--- config.mk ---
export PLATFORM = sky130hd
export DESIGN_NAME = fft_stage_ctrl
export DESIGN_NICKNAME = d
export VERILOG_FILES = /design/src/rtl/fft_stage_ctrl.sv
export SDC_FILE = /design/constraint.sdc
export NUM_CORES = 1
export LEC_CHECK = 0
export CAP_MARGIN = 40
export CORE_MARGIN = 1
export CORE_UTILIZATION = 44
export DETAILED_ROUTE_END_ITERATION = 6
export GPL_ROUTABILITY_DRIVEN = 0
export PLACE_DENSITY_LB_ADDON = 0.12
export SLEW_MARGIN = 20
export SYNTH_ARGS = -nofsm -noshare
export SYNTH_HDL_FRONTEND = slang
export SYNTH_SLANG_ARGS = --single-unit
--- constraint.sdc ---
create_clock -name i_clk -period 1.77 [get_ports i_clk]
set_clock_uncertainty 0.1 [all_clocks]
set_input_delay 0.2655 -clock i_clk [delete_from_list [all_inputs] [get_ports i_clk]]
set_output_delay 0.2655 -clock i_clk [all_outputs]
set_load 0.005 [all_outputs]
--- src/rtl/fft_stage_ctrl.sv ---
// fft_stage_ctrl: sequencer for an in-place radix-2 DIT FFT with a single
// combinational butterfly. It walks every stage, issuing one butterfly per
// cycle (read pair, twiddle index), then echoes the read pair one cycle later
// as the write pair. A one-cycle gap separates stages so that a stage never
// reads a location that the previous stage is still writing.
module fft_stage_ctrl #(
  parameter int LOG2_N = 4
) (
  input  logic              i_clk,
  input  logic              i_rst,
  input  logic              i_start,
  output logic              o_busy,
  output logic              o_done,
  output logic [LOG2_N-1:0] o_stage,
  output logic              o_rd_en,
  output logic [LOG2_N-1:0] o_rd_addr_A,
  output logic [LOG2_N-1:0] o_rd_addr_B,
  output logic [LOG2_N-2:0] o_tw_addr,
  output logic              o_wr_en,
  output logic [LOG2_N-1:0] o_wr_addr_A,
  output logic [LOG2_N-1:0] o_wr_addr_B
);

  localparam int N   = 1 << LOG2_N;
  localparam int BFW = LOG2_N - 1;
  localparam logic [BFW-1:0]    BF_LAST    = BFW'(N / 2 - 1);
  localparam logic [LOG2_N-1:0] STAGE_LAST = LOG2_N'(LOG2_N - 1);

  typedef enum logic [1:0] {
    IDLE = 2'd0,
    RUN  = 2'd1,
    GAP  = 2'd2,
    DONE = 2'd3
  } state_t;

  state_t            state_reg, state_next;
  logic [LOG2_N-1:0] stage_reg, stage_next;
  logic [BFW-1:0]    bf_reg, bf_next;

  // Next-state logic: stage and butterfly counters advance with the FSM.
  always_comb begin
    state_next = state_reg;
    stage_next = stage_reg;
    bf_next    = bf_reg;
    case (state_reg)
      IDLE: begin
        if (i_start) begin
          state_next = RUN;
          stage_next = '0;
          bf_next    = '0;
        end
      end
      RUN: begin
        if (bf_reg == BF_LAST) begin
          state_next = GAP;
        end else begin
          bf_next = bf_reg + 1'b1;
        end
      end
      GAP: begin
        bf_next = '0;
        if (stage_reg == STAGE_LAST) begin
          state_next = DONE;
          stage_next = '0;
        end else begin
          state_next = RUN;
          stage_next = stage_reg + 1'b1;
        end
      end
      DONE: begin
        state_next = IDLE;
        stage_next = '0;
        bf_next    = '0;
      end
      default: begin
        state_next = IDLE;
        stage_next = '0;
        bf_next    = '0;
      end
    endcase
  end

  // Per-stage address candidates use constant shifts, so no barrel shifter
  // is needed; the active stage then selects one set.
  logic [LOG2_N-1:0] bf_ext;
  logic [LOG2_N-1:0] a_cand  [LOG2_N];
  logic [LOG2_N-1:0] b_cand  [LOG2_N];
  logic [BFW-1:0]    tw_cand [LOG2_N];

  assign bf_ext = {1'b0, bf_next};

  generate
    for (genvar gi = 0; gi < LOG2_N; gi++) begin : g_stage
      localparam logic [LOG2_N-1:0] HALF = LOG2_N'(1 << gi);
      logic [LOG2_N-1:0] low;
      assign low         = bf_ext & (HALF - 1'b1);
      assign a_cand[gi]  = ((bf_ext >> gi) << (gi + 1)) | low;
      assign b_cand[gi]  = a_cand[gi] | HALF;
      assign tw_cand[gi] = low[BFW-1:0] << (BFW - gi);
    end
  endgenerate

  logic [LOG2_N-1:0] a_sel, b_sel;
  logic [BFW-1:0]    tw_sel;

  // Pick the address set belonging to the stage that will be read next cycle.
  always_comb begin
    a_sel  = '0;
    b_sel  = '0;
    tw_sel = '0;
    for (int i = 0; i < LOG2_N; i++) begin
      if (stage_next == LOG2_N'(i)) begin
        a_sel  = a_cand[i];
        b_sel  = b_cand[i];
        tw_sel = tw_cand[i];
      end
    end
  end

  logic run_next;
  assign run_next = (state_next == RUN);

  // State, counters and every output are registered; the write leg is the
  // read leg delayed one cycle to match the RAM read latency.
  always_ff @(posedge i_clk or posedge i_rst) begin
    if (i_rst) begin
      state_reg   <= IDLE;
      stage_reg   <= '0;
      bf_reg      <= '0;
      o_busy      <= 1'b0;
      o_done      <= 1'b0;
      o_stage     <= '0;
      o_rd_en     <= 1'b0;
      o_rd_addr_A <= '0;
      o_rd_addr_B <= '0;
      o_tw_addr   <= '0;
      o_wr_en     <= 1'b0;
      o_wr_addr_A <= '0;
      o_wr_addr_B <= '0;
    end else begin
      state_reg   <= state_next;
      stage_reg   <= stage_next;
      bf_reg      <= bf_next;
      o_busy      <= run_next || (state_next == GAP);
      o_done      <= (state_next == DONE);
      o_stage     <= stage_next;
      o_rd_en     <= run_next;
      o_rd_addr_A <= run_next ? a_sel : '0;
      o_rd_addr_B <= run_next ? b_sel : '0;
      o_tw_addr   <= run_next ? tw_sel : '0;
      o_wr_en     <= o_rd_en;
      o_wr_addr_A <= o_rd_addr_A;
      o_wr_addr_B <= o_rd_addr_B;
    end
  end

endmodule

### Word-level counts from Yosys, hierarchy flattened

Cells that the tools add are included.

| operators by class | value |
|---|---|
| reduce and logical (&&, ||, !) cells | 4 |
| mux-type cells | 24 |
| add/sub/neg operators | 2 |
| bitwise operators | 2 |
| equality and inequality tests | 11 |

Operators with widths:

| kind | number |
|---|---|
| $mux 4 | 12 |
| $mux 3 | 6 |
| $eq 4x2->1 const B | 3 |
| $pmux 4 s3 | 1 |
| $pmux 3 s3 | 1 |
| $eq 2x2->1 const B | 4 |
| $pmux 2 s4 | 1 |
| $mux 2 | 3 |
| $add 4x1->4 const B | 1 |
| $eq 2x1->1 const B | 2 |
| $eq 4x1->1 const B | 1 |
| $logic_not 4->1 | 1 |
| $or 4x1->4 | 1 |
| $or 4x2->4 | 1 |
| $add 3x1->3 const B | 1 |
| $eq 3x3->1 const B | 1 |
| $logic_not 2->1 | 1 |
| $reduce_or 2->1 | 1 |
| $logic_or 1x1->1 | 1 |

| storage, ports and cells | value |
|---|---|
| output and inout bits | 27 |
| logic and storage cells | 55 |
| register bits after elaboration | 32 |
| input bits | 3 |

### Logic depth before layout (Yosys ltp)

| logic depth | value |
|---|---|
| depth in word-level cells | 9 |
| gate-level depth with buffers | 8 |
| gate-level depth less buffers | 7 |

### Worst setup path before layout

Ideal clock, no wire load.

| path | value |
|---|---|
| path kind | register -> register |
| start point | reg bf_reg[0] |
| end point | reg o_rd_addr_A[0] |
| required time | 1.559 ns |
| clock period less this slack | 1.803 ns |
| buffers on the path | 0 |
| setup time | 0.111 ns |
| stages on the path, launching flop included | 7 |
| path slack | -0.033 ns |
| arrival time | 1.592 ns |
| cell sequence | dfrtp_1 ha_1 and2_1 o22ai_1 ha_1 nand3_2 a2111oi_2 |

| between the ends | value |
|---|---|
| elaborated cells on any way between the ends | 14 |
| classes of those cells | add/sub: 1; eq/ne: 2; mux: 9; bitwise: 2 |

RTL lines:

| item | RTL line | source |
|---|---|---|
| from (decl) | 38 | `logic [BFW-1:0] bf_reg, bf_next;` |
| from (signal assigned) | 143 | `bf_reg <= bf_next;` |
| $eq 3x3->1 | 54 | `if (bf_reg == BF_LAST) begin` |
| $mux 2 | 54 |  |
| $pmux 2 s4 | 45 | `case (state_reg)` |
| named net state_next[0] | 36 | `state_t state_reg, state_next;` |
| $eq 2x1->1 | 121 | `assign run_next = (state_next == RUN);` |
| named net run_next | 120 | `logic run_next;` |
| $mux 4 | 148 | `o_rd_addr_A <= run_next ? a_sel : '0;` |
| to (signal assigned) | 148 |  |
| to (decl) | 16 | `output logic [LOG2_N-1:0] o_rd_addr_A,` |

The timed path passes the listed nets, and every way through them passes these cells.

### Worst setup path in the final report

| path | value |
|---|---|
| start point | reg stage_reg[1] |
| end point | reg o_rd_addr_A[0] |

| between the ends | value |
|---|---|
| word-level cells in the longest chain between the ends | 8 |
| elaborated cells on any way between the ends | 15 |
| classes of those cells | add/sub: 1; eq/ne: 5; mux: 9 |

Ends and longest elaborated chain:

| item | RTL line | source |
|---|---|---|
| from (decl) | 37 | `logic [LOG2_N-1:0] stage_reg, stage_next;` |
| from (signal assigned) | 142 | `stage_reg <= stage_next;` |
| $add 4x1->4 / $eq 4x2->1 (equally long branches) | 67, 62 |  |
| $mux 4 | 62 | `if (stage_reg == STAGE_LAST) begin` |
| $pmux 4 s3 | 45 |  |
| $eq 4x1->1 | 112 | `if (stage_next == LOG2_N'(i)) begin` |
| $mux 4 (3 in series) | 112 |  |
| $mux 4 * | 148 |  |

Mark *: on every way between the ends. The rest lies on a longest branch, timed or not.

==> impl_table.tex <==
\begin{tabular}{lr}
\hline
Metric & Value \\
\hline
\multicolumn{2}{l}{\textbf{GRT}} \\
\quad Initial antenna violation count & 0 \\
\quad Overall Global Routing Usage & 18.6\% \\
\quad Wire length of the first global-routing pass & 4.48 mm \\
\quad GR Overflow Total & 0 \\
\quad Vias in the first global route & 1,017 \\
\quad Pin count of the biggest net entering global routing & 33 \\
\multicolumn{2}{l}{\textbf{Drt}} \\
\quad Vias per cell & 5.03 \\
\quad Antenna violation net count after detailed routing & 0 \\
\quad Via total after detailed routing & 1,026 \\
\quad Post-route DRC & 3 \\
\quad Starting DRC count in detailed routing & 31 \\
\quad Final routed wirelength across all metal layers & 2.69 mm \\
\quad Wire per inst & 13.2 um \\
\quad Total iterations of the first detailed-routing run & 7 \\
\multicolumn{2}{l}{\textbf{Setup path}} \\
\quad Max FO, Critical Path & 3 \\
\quad Critical path startpoint category & flop \\
\quad Endpoint kind of the worst setup timing path & flop \\
\quad Arrival time worst endpoint & 2020 ps \\
\quad Path type of the worst setup path & flop to flop \\
\quad Required time at the worst-slack endpoint & 1910 ps \\
\multicolumn{2}{l}{\textbf{Pwr}} \\
\quad Leak & 0.966 nW \\
\quad Worst voltage drop across the vdd grid & 1.20 mV \\
\quad Sw Ratio & 33.6\% \\
\quad Total internal power & 2.28 mW \\
\quad Sw Pwr & 1.16 mW \\
\quad Combinational share of power & 51.9\% \\
\quad Proportion of power drawn by the clock network & 15.9\% \\
\quad Share of power burned in registers & 32.2\% \\
\quad Power per cell area & 1680 nW/um\^{}2 \\
\multicolumn{2}{l}{\textbf{STA}} \\
\quad RSZ-0062 raised after global routing & true \\
\quad Post-route minimum period & 1880 ps \\
\quad Hold violation count in the final report & 0 \\
\quad Fmax achieved & 531 MHz \\
\quad Post-route fraction of the period consumed by the critical path & 106\% \\
\quad Sum of negative setup slack & -727 ps \\
\quad Final setup vio count & 11 \\
\quad Slew margin rel. & 74.2\% \\
\quad Minimum setup slack in the final design & -113 ps \\
\quad Tightest Pin Transition & 387 ps \\
\quad Max Slew Vio Count & 0 \\
\multicolumn{2}{l}{\textbf{Layout}} \\
\quad FF/Latch Area & 803 um\^{}2 \\
\quad Count of placed standard cells in the final layout, fillers left out & 204 \\
\quad Most used cells in the layout excluding fill and tap cells & 30 x sky130\_fd\_sc\_hd\_\_dfrtp\_1, 29 x sky130\_fd\_sc\_hd\_\_buf\_4, 28 x sky130\_fd\_sc\_hd\_\_clkdlybuf4s50\_1, 9 x sky130\_fd\_sc\_hd\_\_nand2\_1 \\
\quad Area of the multi-input gates & 564 um\^{}2 \\
\quad Share of post-route cells with drive strength above 1 & 38.2\% \\
\quad Count of nets after finishing & 179 \\
\quad Area added between synthesis and finish & 51.9\% \\
\quad Ant. Diodes & 0 \\
\quad Count of filler cells inserted in the layout & 207 \\
\quad Most frequent standard cell in the layout excluding fill and tap cells & sky130\_fd\_sc\_hd\_\_dfrtp\_1 \\
\multicolumn{2}{l}{\textbf{Yosys}} \\
\quad Cell type with the largest total area after synthesis & sky130\_fd\_sc\_hd\_\_dfrtp\_1 \\
\quad Post-synthesis sequential element count & 32 \\
\quad Synth top area share & 59.4\% \\
\quad Syn Nets & 115 \\
\quad Portion of the post-synthesis area used by sequential elements & 59.4\% \\
\quad Instance count of the mapped netlist & 108 \\
\quad Mapped cell area & 1350 um\^{}2 \\
\quad Distinct cell type count after synthesis & 36 \\
\quad Leading post-synthesis cells by cell area & sky130\_fd\_sc\_hd\_\_dfrtp\_1 59\%, sky130\_fd\_sc\_hd\_\_ha\_1 3.7\%, sky130\_fd\_sc\_hd\_\_a21oi\_1 3.0\% \\
\quad Average instance area after synthesis & 12.5 um\^{}2 \\
\quad Warning count from the yosys run & 0 \\
\multicolumn{2}{l}{\textbf{Place}} \\
\quad Number of cells in the design after placement & 191 \\
\quad Port Buffer Count & 29 \\
\quad HPWL after detailed placement & 1.98 mm \\
\quad Post-place setup slack & -247 ps \\
\multicolumn{2}{l}{\textbf{Run status}} \\
\quad Violations in the final reports & DRC, setup timing \\
\quad Run status & finished with violations \\
\multicolumn{2}{l}{\textbf{Die}} \\
\quad Core region area & 2830 um\^{}2 \\
\quad Die width & 57.3 um \\
\quad Die Y & 57.3 um \\
\quad Effective utilization at floorplan & 47.6\% \\
\quad Number of placement rows & 19 \\
\quad Io pins & 30 \\
\quad Total Die Area & 3290 um\^{}2 \\
\multicolumn{2}{l}{\textbf{Clocking}} \\
\quad CTS tree & yes \\
\quad Max H-tree Level & 2 \\
\quad Clock buffer count from CTS & 5 \\
\quad Clock sink count & 32 \\
\quad Hold-fix buffers at CTS & 0 \\
\quad Clock-pin slew on the worst setup and hold paths & 110 ps \\
\quad Insertion delay of the later-clocked pin in the worst-skew pair & 340 ps \\
\quad Clock Tree Root & sky130\_fd\_sc\_hd\_\_clkbuf\_4 \\
\quad Deepest clock path buffer count & 2 \\
\multicolumn{2}{l}{\textbf{Run}} \\
\quad Maximum Capacitance Violations & 0 \\
\multicolumn{2}{l}{\textbf{Worst hold path}} \\
\quad Worst Hold Class & input pin to async pin \\
\hline
\end{tabular}
==> metal layers <==
layer	GRT usage, %	vias up	part of all wire (%)
met5	0	-	0
met4	9.06	0	2.1
met3	6.80	7	4.2
met2	30.7	23	53
met1	21.3	493	41
li1	-	503	-
==> path summary, 6_finish.rpt <==
path	startpoint	endpoint	slack, ps	cells past startpoint
worst min register to register	o_rd_addr_A[1]$_DFF_PP0_	o_wr_addr_A[1]$_DFF_PP0_	290	0
worst max-delay path	stage_reg[1]$_DFF_PP0_	o_rd_addr_A[0]$_DFF_PP0_	-110	7
max in group asynchronous	i_rst	stage_reg[2]$_DFF_PP0_	1060	3
worst min-delay path	i_rst	o_rd_addr_A[0]$_DFF_PP0_	200	3
min in group i_clk	o_rd_addr_A[1]$_DFF_PP0_	o_wr_addr_A[1]$_DFF_PP0_	290	0
worst max register to register	stage_reg[1]$_DFF_PP0_	o_rd_addr_A[0]$_DFF_PP0_	-110	7
==> per-stage QoR <==
| step | hold slack, ps | util (%) | area [um^2] | total power [mW] |
|---|---|---|---|---|
| 2_1_floorplan | 276 | - | 1360 | 1.88 |
| 3_3_place_gp | 255 | 65.5 | 1850 | 2.68 |
| 4_1_cts | 206 | 70.0 | 1980 | 3.41 |
| 5_1_grt | 247 | 72.4 | 2050 | 3.68 |
| 6_report | 199 | 72.4 | 2050 | 3.44 |
| 3_5_place_dp | 266 | 65.5 | 1850 | 2.74 |
==> cells by family after synthesis <==
logic type                 share of synthesized area (%)
and+or+nand+nor                                     18.1
DFF                                                 59.4
AOI/OAI and AO/OA                                   12.3
buffers and inverters                               5.01
adders and majority gates                           3.71
muxes                                               1.49
==> power groups by stage <==
stage | combinational [mW] | clock [mW] | sequential, mW
final | 1.78 | 0.547 | 1.11
after global routing | 1.95 | 0.593 | 1.13
after CTS | 1.74 | 0.561 | 1.11
after detailed placement | 1.61 | 0 | 1.12
after global placement | 1.58 | 0 | 1.11
after floorplan | 0.745 | 0 | 1.14
==> synth_stat cells <==
library cell and n:
sky130_fd_sc_hd__a211oi_4 1, sky130_fd_sc_hd__nand3_1 5, sky130_fd_sc_hd__and3_1 1, sky130_fd_sc_hd__mux2i_1 2
sky130_fd_sc_hd__inv_1 7, sky130_fd_sc_hd__nor3_1 3, sky130_fd_sc_hd__nor3b_1 1, sky130_fd_sc_hd__nor2_2 1
sky130_fd_sc_hd__and4_1 1, sky130_fd_sc_hd__a211oi_2 1, sky130_fd_sc_hd__nand2b_4 1, sky130_fd_sc_hd__inv_2 2
sky130_fd_sc_hd__nand3_2 1, sky130_fd_sc_hd__a2111oi_2 1, sky130_fd_sc_hd__nor2_1 3, sky130_fd_sc_hd__o21a_1 1
sky130_fd_sc_hd__o21ai_1 2, sky130_fd_sc_hd__dfrtp_1 32, sky130_fd_sc_hd__a21oi_2 1, sky130_fd_sc_hd__nor4_1 1
sky130_fd_sc_hd__nor4_4 1, sky130_fd_sc_hd__and2_4 1, sky130_fd_sc_hd__ha_1 4, sky130_fd_sc_hd__nor2b_1 1
sky130_fd_sc_hd__buf_6 3, sky130_fd_sc_hd__and2_1 2, sky130_fd_sc_hd__a31oi_1 1, sky130_fd_sc_hd__nand2_1 9
sky130_fd_sc_hd__nor3b_2 2, sky130_fd_sc_hd__a22oi_4 1, sky130_fd_sc_hd__o22ai_1 1, sky130_fd_sc_hd__nand2b_1 2
sky130_fd_sc_hd__a22oi_1 1, sky130_fd_sc_hd__nor2b_4 1, sky130_fd_sc_hd__o21ai_0 2, sky130_fd_sc_hd__a21oi_1 8
==> critical path, stage by stage, from the launching register on <==
cell	delay (ps)
sky130_fd_sc_hd__dfrtp_1	410
sky130_fd_sc_hd__buf_4	130
sky130_fd_sc_hd__buf_4	120
sky130_fd_sc_hd__nand3_1	120
sky130_fd_sc_hd__and3_1	220
sky130_fd_sc_hd__a211oi_2	250
sky130_fd_sc_hd__nand3_4	140
sky130_fd_sc_hd__a2111oi_4	300
==> final cells by class <==
| cell class | instances | share of cell area [%] |
|---|---|---|
| clock buffers | 5 | 1.83 |
| clock inverters | 3 | 2.08 |
| inverters | 9 | 1.65 |
| multi-input cells | 64 | 27.6 |
| flip-flops and latches | 32 | 39.2 |
| well taps | 31 | 1.89 |
| repair buffers | 60 | 25.7 |
==> what timing repair did <==
item                       CTS  global route
setup buffers                1             3
hold endpoints to repair     0             0
pin swaps                    6             2
cloned                       1             0
resized for setup            7            10
setup endpoints to repair   11            14
Note: power is estimated with default switching activity, not from simulation.
